==> config.mk <==
export PLATFORM = sky130hd
export DESIGN_NAME = free_list
export DESIGN_NICKNAME = d
export VERILOG_FILES = /design/src/rtl/free_list.sv
export SDC_FILE = /design/constraint.sdc
export NUM_CORES = 2
export LEC_CHECK = 0
export BUFFER_PORTS_ARGS = -buffer_cell sky130_fd_sc_hd__clkbuf_2
export CAP_MARGIN = 20
export CELL_PAD_IN_SITES_DETAIL_PLACEMENT = 2
export CELL_PAD_IN_SITES_GLOBAL_PLACEMENT = 2
export CORE_ASPECT_RATIO = 1.1
export CORE_MARGIN = 2
export CORE_UTILIZATION = 47
export DETAILED_ROUTE_END_ITERATION = 6
export PLACE_DENSITY_LB_ADDON = 0.1
export SLEW_MARGIN = 40
export SYNTH_ARGS = -nofsm -noshare
export SYNTH_HDL_FRONTEND = slang
export SYNTH_SLANG_ARGS = --single-unit
export TNS_END_PERCENT = 30
==> constraint.sdc <==
create_clock -name clk -period 55.3 [get_ports clk]
set_input_delay 11.06 -clock clk [delete_from_list [all_inputs] [get_ports clk]]
set_output_delay 11.06 -clock clk [all_outputs]
set_load 0.1 [all_outputs]
==> src/rtl/free_list.sv <==
// rtl/free_list.sv - rename free list: 2-wide pop/push circular FIFO of preg IDs with checkpointed head
module free_list #(
   parameter int P_ADDR_WIDTH = 7,
   parameter int L_ADDR_WIDTH = 5,
   parameter int C_NUM        = 2
) (
   input  logic                        clk,
   input  logic                        rst,
   input  logic                        pop_1,
   input  logic                        pop_2,
   output logic [P_ADDR_WIDTH-1:0]     alloc_data_1,
   output logic [P_ADDR_WIDTH-1:0]     alloc_data_2,
   output logic                        stall,
   output logic [P_ADDR_WIDTH:0]       free_count,
   input  logic                        push_1,
   input  logic [P_ADDR_WIDTH-1:0]     release_data_1,
   input  logic                        push_2,
   input  logic [P_ADDR_WIDTH-1:0]     release_data_2,
   input  logic                        take_checkpoint,
   input  logic                        instr_num,
   input  logic                        dual_branch,
   output logic [$clog2(C_NUM)-1:0]    current_id,
   input  logic                        restore,
   input  logic [$clog2(C_NUM)-1:0]    restore_id
);

   localparam int DEPTH = 2**P_ADDR_WIDTH;
   localparam int NFREE = DEPTH - 2**L_ADDR_WIDTH;
   localparam int CW    = $clog2(C_NUM);

   typedef logic [P_ADDR_WIDTH-1:0] ptr_t;

   ptr_t            fifo [DEPTH];
   ptr_t            ckp  [C_NUM];
   ptr_t            head;
   ptr_t            tail;
   logic [CW-1:0]   next_ckp;

   logic [1:0]      npop;
   logic [1:0]      npush;
   ptr_t            head_pop1;
   ptr_t            head_npop;
   ptr_t            tail_2;
   logic            ckp_en;

   assign npop      = {1'b0, pop_1} + {1'b0, pop_2};
   assign npush     = {1'b0, push_1} + {1'b0, push_2};
   assign head_pop1 = head + ptr_t'(pop_1);
   assign head_npop = head + ptr_t'(npop);
   assign tail_2    = tail + ptr_t'(push_1);

   // Occupancy stays below DEPTH, so the modular difference is the exact count.
   assign free_count   = {1'b0, ptr_t'(tail - head)};
   assign stall        = ({{(P_ADDR_WIDTH-1){1'b0}}, npop} > free_count);
   assign alloc_data_1 = fifo[head];
   assign alloc_data_2 = pop_1 ? fifo[head + ptr_t'(1)] : fifo[head];
   assign ckp_en       = take_checkpoint && !stall && !restore;
   assign current_id   = next_ckp;

   always_ff @(posedge clk or posedge rst) begin
      if (rst) begin
         for (int i = 0; i < DEPTH; i++)
            fifo[i] <= (i < NFREE) ? ptr_t'(i + 2**L_ADDR_WIDTH) : '0;
         for (int j = 0; j < C_NUM; j++)
            ckp[j] <= '0;
         head     <= '0;
         tail     <= ptr_t'(NFREE);
         next_ckp <= '0;
      end else begin
         // Pushes compact into consecutive slots and are never blocked.
         if (push_1)
            fifo[tail] <= release_data_1;
         if (push_2)
            fifo[tail_2] <= release_data_2;
         tail <= tail + ptr_t'(npush);

         if (restore)
            head <= ckp[restore_id];
         else if (!stall)
            head <= head_npop;

         if (ckp_en) begin
            if (dual_branch) begin
               ckp[next_ckp]            <= head_pop1;
               ckp[next_ckp + CW'(1)]   <= head_npop;
               next_ckp                 <= next_ckp + CW'(2);
            end else begin
               ckp[next_ckp] <= instr_num ? head_npop : head_pop1;
               next_ckp      <= next_ckp + CW'(1);
            end
         end
      end
   end

endmodule

# Yosys cells after proc, flatten, opt, wreduce, memory -nomap -nowiden

Cells that the tools add are included.

Bits in registers: 925
Output and inout bits: 24
Word-level logic and storage cells: 201

Eq/ne operators: 1
$lt $le $gt $ge: 12
Bitwise operators: 8
Add/subtract/negate cells: 9
Reductions and logical operators: 9
Mux-type cells: 29

Operators by type and width:

| kind                                                        | number |
|---|---|
| bitwise mux 896 bit                                         | 2 |
| two-way mux 896 bit                                         | 2 |
| two-way mux 7 bit                                           | 15 |
| binary-select mux 7 bit (select 7 bit)                      | 2 |
| demux 7 bit (select 7 bit)                                  | 2 |
| bitwise mux 14 bit                                          | 3 |
| greater-or-equal comparator 8 bit (second input constant)   | 4 |
| inverter 7 -> 8 bit                                         | 4 |
| less-than comparator 8 x 1 -> 1 bit (second input constant) | 2 |
| adder 7 x 1 -> 7 bit                                        | 2 |
| adder 7 x 2 -> 7 bit                                        | 2 |
| demux 7 bit (select 1 bit)                                  | 2 |
| two-way mux 14 bit                                          | 1 |
| adder 7 x 1 -> 7 bit (second input constant)                | 1 |
| greater-than comparator 2 x 7 -> 1 bit                      | 1 |
| subtractor 7 bit                                            | 1 |
| greater-or-equal comparator 2 bit (second input constant)   | 3 |
| logical AND 1 bit                                           | 6 |
| inverter 1 -> 2 bit                                         | 3 |
| adder 1 x 1 -> 2 bit                                        | 2 |
| less-than comparator 2 x 1 -> 1 bit (second input constant) | 2 |
| logical NOT 1 bit                                           | 2 |
| inequality test 2 x 1 -> 1 bit (second input constant)      | 1 |
| AND reduction 2 bit                                         | 1 |
| 2 further kinds                                             | 2 |

# Longest topological paths before layout

Word-level depth: 9
Depth in mapped cells: 16
Mapped depth without buffers: 13

# Worst setup path before layout

No wires, ideal clock.

Path type: in2out
From: input pop_1
To: output stall
Cell stages on the path: 8
Required time: 44240 ps
Data arrival time: 12877 ps
Path slack: 31363 ps
Path through: ha_1 inv_1 ha_1 a211oi_1 o21ai_0 or4_1 buf_4 inv_2

Cells in the longest elaborated chain, start to end: 2

Ends and longest elaborated chain:

| item                                   | line | source |
|---|---|---|
| start, declared                        | 9    | `input logic pop_1,` |
| adder 1 x 1 -> 2 bit                   | 46   | `assign npop = {1'b0, pop_1} + {1'b0, pop_2};` |
| greater-than comparator 2 x 7 -> 1 bit | 54   | `assign stall = ({{(P_ADDR_WIDTH-1){1'b0}}, npop} > free_count);` |
| end, declared                          | 13   | `output logic stall,` |

No other way between the ends.

# Worst setup path in the final report

Same ends and word-level chain as after synthesis.

==> metrics.txt <==
Worst-Margin Slew=1.03 ns; final wirelength=~270 mm; detailed-placement wirelength estimate=roughly 180 mm; drt via density=7.14; CTS Buffer Depth=3; R2R Path Start=head[0]; Async SR Flop Fraction=100%; CP startpoint=pop_1; HP Start=ckp[7]; Syn Inst Count=between 5000 and 6000; GPL Wtd Cong=between 0.9 and 1; delay-heaviest family, CP=buffers and inverters; PwrDens=between 60 and 70 nW/µm²; Initial Utilization=~47%; FP Rows=approximately 140; largest family of logic cells by synthesized area=multiplexers; worst hold slack=between 0.5 and 0.6 ns; DRT iter0 DRCs=5069; Slew Limit Fails=0; Yosys reg bits=925; number of global-route vias before repair=55300; antenna violations before repair=14; die extent in y=about 380 µm; Mapped Nets=approximately 5700; CTS hold repair buffers=0; first-pass GRT wire length=roughly 400 mm; clk_lat worst skew=0.75 ns; Final nets=about 5500; DR vias=between 50000 and 60000; sequential share of the synthesized area=between 30% and 40%; Synth warnings=0; final setup fails=0; Power Total=around 4.2 mW; IO Pins=49; Leak=around 28 nW; crit path cell chain=clkbuf_2 > ha_1 > inv_1 > ha_1 > a211oi_1 > o21ai_0 > or4_1 > inv_2 > clkbuf_2; Avg WL per Cell=between 30 and 40 µm; Slew Limit Headroom=between 30 and 40%; CP endpoint kind=output pin; postcts setup bufs=0; Avg Inst Size Synth=about 11 µm²; critical path launch point type=primary input; CP max FO=10; share of cells above drive strength 1=25.5%; pin count of the biggest net entering global routing=~140; final setup TNS=0 ns; Clock Sink Count=a little over 900; final worst path period need=between 20 and 25 ns; VDD IR max=between 0.05 and 0.06 mV; RSZ-0062 raised after global routing=false; P&R area growth vs syn=9.67%; max incr delay on CP=about 0.66 ns; # DRC=0; Buf+Inv Stages, Crit Path=4; port bufs=47; adder and majority gate portion of the synthesized area=less than 1%; area of the multi-input gates=around 34000 µm²; CTS tree=built; core box area=between 100000 and 150000 µm²; Primary FF master, synth=dfrtp_1; Synth Area in Simple Gates=between 10% and 20%; Worst-path clk slew=about 0.06 ns; die area=131000 µm²; Setup CP Type=in -> out; status=complete, no violations; post-cts sizing count=0; Tot GR Track Use=a little over two fifths; library cells used by synthesis=73; Detail Route Antenna Nets=0; Pre-antenna DRT Iters=7; Worst Path Arrival=around 14 ns; area occupied by registers=around 24000 µm²; XOR/XNOR Fraction of Synth Area=less than 1%; Clock Skew=about 0.028 ns; fill count=~13000; achievable clock frequency=just over 40 MHz; Die Wd=345 µm; mapped cell area=60200 µm²; number of synthesized flops with an enable pin=0; Max-Cap Viols=0; Root Driver=clkbuf_16; final critical-path share of the clock period=between 40 and 50%; WP data required=about 44 ns; Hold Fails Final Rpt=0; slowest stage cell on the critical path=or4_1; H-tree levels=3; compound-gate portion of the synthesized area=around 11%; Hold Path Class=reg -> reg; TritonCTS Buffers=109; gr ovfl total=0; post-synthesis mux area share=around a third
-- registers in the layout, indices dropped and copies added (netlist names) --
register    count
ckp            14
head            7
tail            7
current_id      1
fifo          896
-- through the flow --
step | utilization, % | instances | area, µm² | worst slack, ns
5_1_grt | 52.0 | 7202 | 66000 | 30.35
6_report | 52.0 | 7209 | 66000 | 30.58
2_1_floorplan | - | 5649 | 60200 | 18.84
4_1_cts | 51.8 | 7195 | 65700 | 30.63
3_5_place_dp | 48.9 | 6993 | 62000 | 30.62
3_3_place_gp | 48.6 | 6986 | 61600 | 30.63
-- logic make-up after synthesis --
| kind of cell | Yosys count |
|---|---|
| AOI/OAI and AO/OA | 1157 |
| xor gates and xnor gates | 29 |
| adders and majority gates | 20 |
| buffers and inverters | 598 |
| DFF | 925 |
| muxes | 1484 |
| other | 1 |
| and+or+nand+nor | 1435 |
-- power by group --
part / internal (mW) / switching (mW)
Clock: 0.453 / 0.320
Sequential: 1.01 / 0.261
Combinational: 0.787 / 1.35
-- cells in the mapped netlist (12+ instances only) --
cell type | n | area share, %
dfrtp_1 | 555 | 23
a22oi_1 | 53 | 0.66
dfstp_2 | 370 | 16
o21ai_0 | 769 | 6.4
ha_1 | 17 | 0.35
xnor2_1 | 15 | 0.22
clkbuf_1 | 330 | 2.1
buf_6 | 24 | 0.45
buf_1 | 24 | 0.15
nand3_1 | 65 | 0.54
inv_1 | 26 | 0.16
mux4_2 | 464 | 17
or2_2 | 15 | 0.16
nand2b_1 | 13 | 0.14
a21oi_1 | 147 | 1.2
xor2_1 | 13 | 0.19
nand2_1 | 932 | 5.8
o22ai_1 | 12 | 0.12
o21ai_1 | 12 | 0.10
o211ai_1 | 24 | 0.30
o32ai_1 | 36 | 0.52
a211oi_1 | 20 | 0.25
mux2i_1 | 1005 | 17
nor2b_1 | 17 | 0.18
nor2_1 | 192 | 1.2
nor3_1 | 115 | 0.96
buf_2 | 155 | 1.3
buf_4 | 35 | 0.44
-- layout by cell type, fill, tap and decap left out, drive strengths merged, types with 65 or more instances in the layout --
cell type | synthesis | final
dfstp | 370 | 370
nand2 | 932 | 932
mux2i | 1005 | 1005
nand3 | 65 | 65
buf | 238 | 216
nor2 | 206 | 206
o21ai | 781 | 781
mux4 | 464 | 464
a21oi | 147 | 147
nor3 | 119 | 119
clkbuf | 330 | 204
dfrtp | 555 | 555
-- final timing paths --
| kind | end | slack, ns | cells after the start |
|---|---|---|---|
| min | ckp[7] | 0.50 | 1 |
| min in group asynchronous | fifo[245] | 10.39 | 2 |
| max reg2reg | head[0] | 49.97 | 14 |
| max in group asynchronous | fifo[653] | 41.92 | 6 |
| max | stall | 30.58 | 9 |
| min reg2reg | ckp[7] | 0.50 | 1 |
-- cell type report --
| cell class | instances | area share, % |
|---|---|---|
| multi-input combinational | 4126 | 52.0 |
| sequential | 925 | 35.8 |
| clock buffer | 169 | 4.87 |
| timing repair buffer | 251 | 3.27 |
| tap | 1668 | 3.16 |
| clock inverter | 33 | 0.722 |
| inverter | 30 | 0.182 |
| antenna | 7 | 0.0265 |
-- routing by layer --
| metal | global-route usage, % | vias up | wire (µm) |
|---|---|---|---|
| li1 | - | 20400 | - |
| met1 | 53.2 | 27700 | 105000 |
| met2 | 64.5 | 2575 | 124000 |
| met3 | 10.4 | 781 | 26100 |
| met4 | 25.8 | 12 | 18800 |
| met5 | 0 | - | 70 |
No activity file was read; power rests on OpenSTA's default activity.
